$ cat src/rtl/uart_dbus_bridge_pkg.sv
// Shared definitions for the UART debug bus bridge: frame command codes,
// response codes, FSM state encoding and a byte-lane helper.
package uart_dbus_bridge_pkg;

  localparam logic [7:0] CMD_READ  = 8'h52;
  localparam logic [7:0] CMD_WRITE = 8'h57;
  localparam logic [7:0] ACK_BYTE  = 8'h06;
  localparam logic [7:0] NAK_BYTE  = 8'h15;

  typedef enum logic [2:0] {
    ST_IDLE,
    ST_ADDR,
    ST_DATA,
    ST_CSUM,
    ST_BUS,
    ST_RESP
  } state_t;

  function automatic logic [7:0] byte_of(input logic [31:0] word, input logic [1:0] idx);
    logic [7:0] b;
    case (idx)
      2'd0:    b = word[7:0];
      2'd1:    b = word[15:8];
      2'd2:    b = word[23:16];
      default: b = word[31:24];
    endcase
    return b;
  endfunction

endpackage

$ cat src/rtl/uart_dbus_bridge_if.sv
// 32-bit data-bus initiator port: the bridge drives the master modport,
// the arbiter/slave side uses the slave modport.
interface uart_dbus_bridge_if;
  logic [31:0] master_address;
  logic [3:0]  master_byteenable;
  logic        master_read;
  logic        master_write;
  logic [31:0] master_wrdata;
  logic [31:0] master_rddata;
  logic        master_stall;

  modport master (
    output master_address, master_byteenable, master_read, master_write, master_wrdata,
    input  master_rddata, master_stall
  );

  modport slave (
    input  master_address, master_byteenable, master_read, master_write, master_wrdata,
    output master_rddata, master_stall
  );
endinterface

$ cat src/rtl/uart_dbus_bridge.sv
// UART byte-stream to 32-bit bus master bridge (read/write frames, UART response).
// Optional frame checksum enabled by defining UART_DBUS_BRIDGE_CHECKSUM_EN.
module uart_dbus_bridge
  import uart_dbus_bridge_pkg::*;
#(
  parameter logic [23:0] TIMEOUT_CYCLES = 24'd5_000_000
) (
  input  logic                       clk,
  input  logic                       rst_n,
  input  logic [7:0]                 rx_data,
  input  logic                       rx_valid,
  output logic [7:0]                 tx_data,
  output logic                       tx_start,
  input  logic                       tx_busy,
  uart_dbus_bridge_if.master         bus,
  output logic                       busy
);

`ifdef UART_DBUS_BRIDGE_CHECKSUM_EN
  localparam state_t FRAME_END = ST_CSUM;
`else
  localparam state_t FRAME_END = ST_BUS;
`endif

  state_t      state_reg, state_next;
  logic [1:0]  byte_cnt_reg, byte_cnt_next;
  logic [31:0] addr_reg, addr_next;
  logic [31:0] data_reg, data_next;
  logic [31:0] rdata_reg, rdata_next;
  logic        is_write_reg, is_write_next;
  logic        nak_reg, nak_next;
  logic [1:0]  resp_idx_reg, resp_idx_next;
  logic [23:0] tmo_cnt_reg, tmo_cnt_next;
  logic        tx_start_d_reg;
`ifdef UART_DBUS_BRIDGE_CHECKSUM_EN
  logic [7:0]  csum_reg, csum_next;
`endif

  logic        req_read, req_write, tx_start_c;
  logic [7:0]  tx_data_c;
  logic        frame_state, tmo_hit;
  logic [1:0]  resp_last;

  assign frame_state = (state_reg == ST_ADDR) || (state_reg == ST_DATA) || (state_reg == ST_CSUM);
  assign tmo_hit     = (tmo_cnt_reg == TIMEOUT_CYCLES - 24'd1);
  // NAK and write ACK are single bytes; read data is four.
  assign resp_last   = (nak_reg || is_write_reg) ? 2'd0 : 2'd3;

  always_comb begin
    state_next    = state_reg;
    byte_cnt_next = byte_cnt_reg;
    addr_next     = addr_reg;
    data_next     = data_reg;
    rdata_next    = rdata_reg;
    is_write_next = is_write_reg;
    nak_next      = nak_reg;
    resp_idx_next = resp_idx_reg;
    tmo_cnt_next  = '0;
`ifdef UART_DBUS_BRIDGE_CHECKSUM_EN
    csum_next     = csum_reg;
`endif
    req_read      = 1'b0;
    req_write     = 1'b0;
    tx_start_c    = 1'b0;
    tx_data_c     = 8'h00;

    // Inter-byte timeout only while a frame is being collected.
    if (frame_state && !rx_valid) begin
      if (tmo_hit) state_next = ST_IDLE;
      else         tmo_cnt_next = tmo_cnt_reg + 24'd1;
    end

    case (state_reg)
      ST_IDLE: begin
        if (rx_valid && (rx_data == CMD_READ || rx_data == CMD_WRITE)) begin
          is_write_next = (rx_data == CMD_WRITE);
          nak_next      = 1'b0;
          byte_cnt_next = 2'd0;
          state_next    = ST_ADDR;
`ifdef UART_DBUS_BRIDGE_CHECKSUM_EN
          csum_next     = rx_data;
`endif
        end
      end
      ST_ADDR: begin
        if (rx_valid) begin
          addr_next     = {rx_data, addr_reg[31:8]};
          byte_cnt_next = byte_cnt_reg + 2'd1;
`ifdef UART_DBUS_BRIDGE_CHECKSUM_EN
          csum_next     = csum_reg ^ rx_data;
`endif
          if (byte_cnt_reg == 2'd3) state_next = is_write_reg ? ST_DATA : FRAME_END;
        end
      end
      ST_DATA: begin
        if (rx_valid) begin
          data_next     = {rx_data, data_reg[31:8]};
          byte_cnt_next = byte_cnt_reg + 2'd1;
`ifdef UART_DBUS_BRIDGE_CHECKSUM_EN
          csum_next     = csum_reg ^ rx_data;
`endif
          if (byte_cnt_reg == 2'd3) state_next = FRAME_END;
        end
      end
`ifdef UART_DBUS_BRIDGE_CHECKSUM_EN
      ST_CSUM: begin
        if (rx_valid) begin
          resp_idx_next = 2'd0;
          if (rx_data == csum_reg) begin
            state_next = ST_BUS;
          end else begin
            nak_next   = 1'b1;
            state_next = ST_RESP;
          end
        end
      end
`endif
      ST_BUS: begin
        req_read  = !is_write_reg;
        req_write = is_write_reg;
        if (!bus.master_stall) begin
          if (!is_write_reg) rdata_next = bus.master_rddata;
          resp_idx_next = 2'd0;
          state_next    = ST_RESP;
        end
      end
      ST_RESP: begin
        tx_data_c = nak_reg ? NAK_BYTE : (is_write_reg ? ACK_BYTE : byte_of(rdata_reg, resp_idx_reg));
        // The transmitter only raises busy a cycle after tx_start, so skip that cycle too.
        if (!tx_busy && !tx_start_d_reg) begin
          tx_start_c = 1'b1;
          if (resp_idx_reg == resp_last) begin
            resp_idx_next = 2'd0;
            state_next    = ST_IDLE;
          end else begin
            resp_idx_next = resp_idx_reg + 2'd1;
          end
        end
      end
      default: state_next = ST_IDLE;
    endcase
  end

  always_ff @(posedge clk or negedge rst_n) begin
    if (!rst_n) begin
      state_reg      <= ST_IDLE;
      byte_cnt_reg   <= '0;
      addr_reg       <= '0;
      data_reg       <= '0;
      rdata_reg      <= '0;
      is_write_reg   <= 1'b0;
      nak_reg        <= 1'b0;
      resp_idx_reg   <= '0;
      tmo_cnt_reg    <= '0;
      tx_start_d_reg <= 1'b0;
`ifdef UART_DBUS_BRIDGE_CHECKSUM_EN
      csum_reg       <= '0;
`endif
    end else begin
      state_reg      <= state_next;
      byte_cnt_reg   <= byte_cnt_next;
      addr_reg       <= addr_next;
      data_reg       <= data_next;
      rdata_reg      <= rdata_next;
      is_write_reg   <= is_write_next;
      nak_reg        <= nak_next;
      resp_idx_reg   <= resp_idx_next;
      tmo_cnt_reg    <= tmo_cnt_next;
      tx_start_d_reg <= tx_start_c;
`ifdef UART_DBUS_BRIDGE_CHECKSUM_EN
      csum_reg       <= csum_next;
`endif
    end
  end

  assign bus.master_address    = addr_reg & 32'hFFFF_FFFC;
  assign bus.master_byteenable = (req_read || req_write) ? 4'b1111 : 4'b0000;
  assign bus.master_read       = req_read;
  assign bus.master_write      = req_write;
  assign bus.master_wrdata     = data_reg;
  assign tx_data               = tx_data_c;
  assign tx_start              = tx_start_c;
  assign busy                  = (state_reg != ST_IDLE);

endmodule
$ cat src/flat_wrapper.sv
// flat-port wrapper written by rule: the top's interface ports become plain ports
module uart_dbus_bridge_flat import uart_dbus_bridge_pkg::*;
#(
  parameter logic [23:0] TIMEOUT_CYCLES = 24'd5_000_000
)
  (clk, rst_n, rx_data, rx_valid, tx_data, tx_start, tx_busy, busy, bus_master_address, bus_master_byteenable, bus_master_read, bus_master_write, bus_master_wrdata, bus_master_rddata, bus_master_stall);
  uart_dbus_bridge_if bus_i ();
  input  logic clk;
  input  logic rst_n;
  input  logic [7:0] rx_data;
  input  logic rx_valid;
  output logic [7:0] tx_data;
  output logic tx_start;
  input  logic tx_busy;
  output logic busy;
  output wire logic [$bits(bus_i.master_address)-1:0] bus_master_address;
  output wire logic [$bits(bus_i.master_byteenable)-1:0] bus_master_byteenable;
  output wire logic [$bits(bus_i.master_read)-1:0] bus_master_read;
  output wire logic [$bits(bus_i.master_write)-1:0] bus_master_write;
  output wire logic [$bits(bus_i.master_wrdata)-1:0] bus_master_wrdata;
  input wire logic [$bits(bus_i.master_rddata)-1:0] bus_master_rddata;
  input wire logic [$bits(bus_i.master_stall)-1:0] bus_master_stall;
  assign bus_master_address = bus_i.master_address;
  assign bus_master_byteenable = bus_i.master_byteenable;
  assign bus_master_read = bus_i.master_read;
  assign bus_master_write = bus_i.master_write;
  assign bus_master_wrdata = bus_i.master_wrdata;
  assign bus_i.master_rddata = bus_master_rddata;
  assign bus_i.master_stall = bus_master_stall;
  uart_dbus_bridge #(.TIMEOUT_CYCLES(TIMEOUT_CYCLES)) u_core (.clk(clk), .rst_n(rst_n), .rx_data(rx_data), .rx_valid(rx_valid), .tx_data(tx_data), .tx_start(tx_start), .tx_busy(tx_busy), .bus(bus_i), .busy(busy));
endmodule
$ cat config.mk
export PLATFORM = sky130hd
export DESIGN_NAME = uart_dbus_bridge_flat
export DESIGN_NICKNAME = d
export VERILOG_FILES = /design/src/rtl/uart_dbus_bridge_pkg.sv /design/src/rtl/uart_dbus_bridge_if.sv /design/src/rtl/uart_dbus_bridge.sv /design/src/flat_wrapper.sv
export SDC_FILE = /design/constraint.sdc
export NUM_CORES = 1
export LEC_CHECK = 0
export ABC_CLOCK_PERIOD_IN_PS = 2600
export CORE_AREA = 2 2 117 119
export CTS_CLUSTER_SIZE = 25
export DETAILED_ROUTE_END_ITERATION = 6
export DIE_AREA = 0 0 119 121
export GPL_TIMING_DRIVEN = 0
export PLACE_DENSITY = 0.67
export SETUP_SLACK_MARGIN = 0.5
export SLEW_MARGIN = 40
export SYNTH_ARGS = -nofsm -noshare
export SYNTH_HDL_FRONTEND = slang
export SYNTH_SLANG_ARGS = --single-unit
export TNS_END_PERCENT = 30
$ cat constraint.sdc
create_clock -name clk -period 2.6 [get_ports clk]
set_clock_uncertainty 0.05 [all_clocks]
set_input_delay 0.39 -clock clk [delete_from_list [all_inputs] [get_ports clk]]
set_output_delay 0.39 -clock clk [all_outputs]
set_load 0.01 [all_outputs]
==> key figures <==
Finish
  – Commonest cells after routing, fill and taps aside: dfrtp_1 (125), clkdlybuf4s50_1 (105), mux2_2 (78), nor2_1 (38), buf_4 (23)
  – Final net count: 688
  – Share of layout cells above drive strength 1: 0.330
  – Most common cell after layout, fill and taps aside: dfrtp_1
  – Post-layout instance area: 8280 um^2
  – Diode count: 0
  – P&R area growth vs syn: 42.2%

Clock tree
  – H-tree depth: 4
  – CTS max path bufs: 2
  – Clock root cell: clkbuf_16
  – Clk pin slew, worst setup/hold paths: 0.05 ns
  – Worst-Skew Late Latency: 0.42 ns
  – Cts bufs inserted: 17
  – TritonCTS clock tree: done
  – Clock sink total: 127

Synth
  – Post-Syn Instances: 467
  – Sequential fraction of the synthesis area: 0.546
  – Async set-reset flop share out of synthesis: 1.00
  – Ys Warns: 0
  – Synth unique cells: 58
  – Yosys reg bits: 127
  – Top_reg_cell synth: dfrtp_1
  – EDFF count, synth: 0
  – Cell area after synthesis: 5820 um^2
  – Synth Area per Inst: 12.5 um^2

Timing
  – Final Hold Viols: 0
  – Slew @ Worst Pin: 0.564 ns
  – Setup-failing EPs final: 0
  – Period minus WS final: 2.50 ns
  – Fmax: 399 MHz
  – Period utilization: 0.963
  – Slew Limit Fails: 0
  – RSZ-0062 raised after global routing: yes
  – Max-slew headroom: 0.624
  – Hold slack: 0.422 ns

Critical path
  – CP Class: flip-flop to output pin
  – Crit Path Max Fanout: 8
  – Crit path DAT: 2.06 ns
  – Reg2reg path depth: 7
  – Crit. End Element: output pin
  – Crit path launch type: flip-flop
  – Worst Path Required: 2.16 ns

Global route
  – Vias in the first global route: 4444
  – M3 GR Usage: 0.0569
  – Met2 GRT Util: 0.330
  – Initial antenna violation count: 0
  – Largest net degree at the start of global routing: 75
  – GR Util met1: 0.260
  – Global route total overflow: 0
  – All-Layer GR Usage: 0.203
  – Global-route wire length before repair: 22.9 mm
  – Top Usage Layer GRT: met2

Min path
  – WHS Path Cells: 1
  – Worst Hold Class: flip-flop to flip-flop

Outcome
  – Status: finished, final reports clean

Power and ir drop
  – Power per cell area: 808 nW/um^2
  – Leakage: 3.69 nW
  – Peak supply drop: 0.598 mV

Run
  – # Max-Cap Violations: 0

Placement
  – Dpl cell area: 7300 um^2
  – Gpl congestion: 0.803
  – I/O Buffers: 122
  – Placed wire-length estimate: 9.41 mm

Floorplan
  – Die W: 119 um
  – IO Count: 125
  – DIE AREA: 14400 um^2
  – Initial core utilization: 0.445
  – Die Ht: 121 um
  – Core ar.: 13100 um^2
  – Row count: 42

Route
  – Remaining antenna violation count: 0
  – Iter 0 DRT Violations: 269
  – Via Count: 4322
  – Drt total wl: 14.1 mm
  – Residual DRC: 0
  – Drt wl/cell: 17.1 um
  – Drt first pass iters: 5
  – Via density: 5.24
[layout make-up]
cell class,instances,area (um^2)
Fill cell,1019,4810
Buffer,32,313
Timing Repair Buffer,150,1500
Sequential cell,127,3180
Inverter,13,51.3
Tap cell,176,220
Multi-Input combinational cell,296,2480
Clock buffer,26,479
Clock inverter,5,57.6
[worst max-delay path, stage by stage, from the launching register on]
cell and delay [ns]:
dfrtp_2 0.40, inv_2 0.06, ha_1 0.18, buf_4 0.17
a222oi_1 0.40, nor2_1 0.09, a21oi_1 0.14, nor2_1 0.06
buf_2 0.14
[synth_stat cells, drive strengths merged, types with 2 or more instances]
cell type	n	area (um^2)
and4	4	36.3
nor4b	3	26.3
and2	7	46.3
nand2	15	56.3
nand3b	2	15.0
o31ai	6	58.8
a222oi	8	80.1
inv	13	48.8
nor3	6	41.3
or3	4	25.0
buf	19	159
a31oi	2	12.5
nand4	12	90.1
nor4	3	18.8
o21a	2	15.0
nor2	40	150
mux2i	4	40.0
or4	7	53.8
ha	6	75.1
clkbuf	12	66.3
dfrtp	127	3180
a21oi	18	90.1
nand3	8	45.0
and3	2	12.5
xnor2	4	35.0
o21ai	12	60.1
xor2	9	78.8
mux2	92	1040
nor2b	2	12.5
a22o	2	17.5
[per-stage QoR]
step / setup WS [ns] / total power, W / setup TNS (ns) / instances / utilization
2_1_floorplan: 0.721 / 0.00348 / 0 / 468 / -
4_1_cts: 0.0807 / 0.00670 / 0 / 818 / 0.615
3_5_place_dp: -0.0295 / 0.00447 / -0.0696 / 767 / 0.558
3_3_place_gp: -3.83 / 0.00442 / -485.39 / 766 / 0.555
5_1_grt: -0.0741 / 0.00703 / -0.0741 / 825 / 0.633
6_report: 0.0952 / 0.00669 / 0 / 825 / 0.633
[cell families after synthesis]
group                      synth area share
DFF                                   0.546
and+or+nand+nor                       0.119
muxes                                 0.185
AOI/OAI and AO/OA                    0.0664
xor gates and xnor gates             0.0196
other                              0.000644
buffers and inverters                0.0488
adders and majority gates            0.0146
[per-layer routing]
layer  vias up  wire (um)
met3        20        732
met1      2150       6220
met4         0        240
met2       123       6950
li1       2029          -
met5         -          0
[worst paths after layout]
check | start | endpoint | slack [ns]
min in group asynchronous | rst_n | u_core.rdata_reg[19]$_DFFE_PN0P_ | 0.48
max reg2reg | u_core.state_reg[0]$_DFF_PN0_ | u_core.rdata_reg[23]$_DFFE_PN0P_ | 0.47
min reg2reg | u_core.tmo_cnt_reg[0]$_DFF_PN0_ | u_core.tmo_cnt_reg[0]$_DFF_PN0_ | 0.42
max | u_core.resp_idx_reg[1]$_DFFE_PN0P_ | tx_data[0] | 0.1
max in group asynchronous | rst_n | u_core.tmo_cnt_reg[21]$_DFF_PN0_ | 1.36
min | u_core.tmo_cnt_reg[0]$_DFF_PN0_ | u_core.tmo_cnt_reg[0]$_DFF_PN0_ | 0.42
[what timing repair did]
action | in CTS | in global routing
setup buffers | 19 | 5
setup endpoints to repair | 36 | 94
hold buffers | 1 | 0
resized for setup | 81 | 53
pin swaps | 17 | 19
endpoints found under the hold margin | 73 | 0
gates cloned | 0 | 2
[report_power, final]
part           leakage, nW  internal [W]  switching (W)
sequential            1.69       0.00234       0.000257
clock                0.251       0.00136       0.000811
combinational         1.75       0.00114       0.000782
total                 3.69       0.00484        0.00185
(Power assumes the default switching activity.)
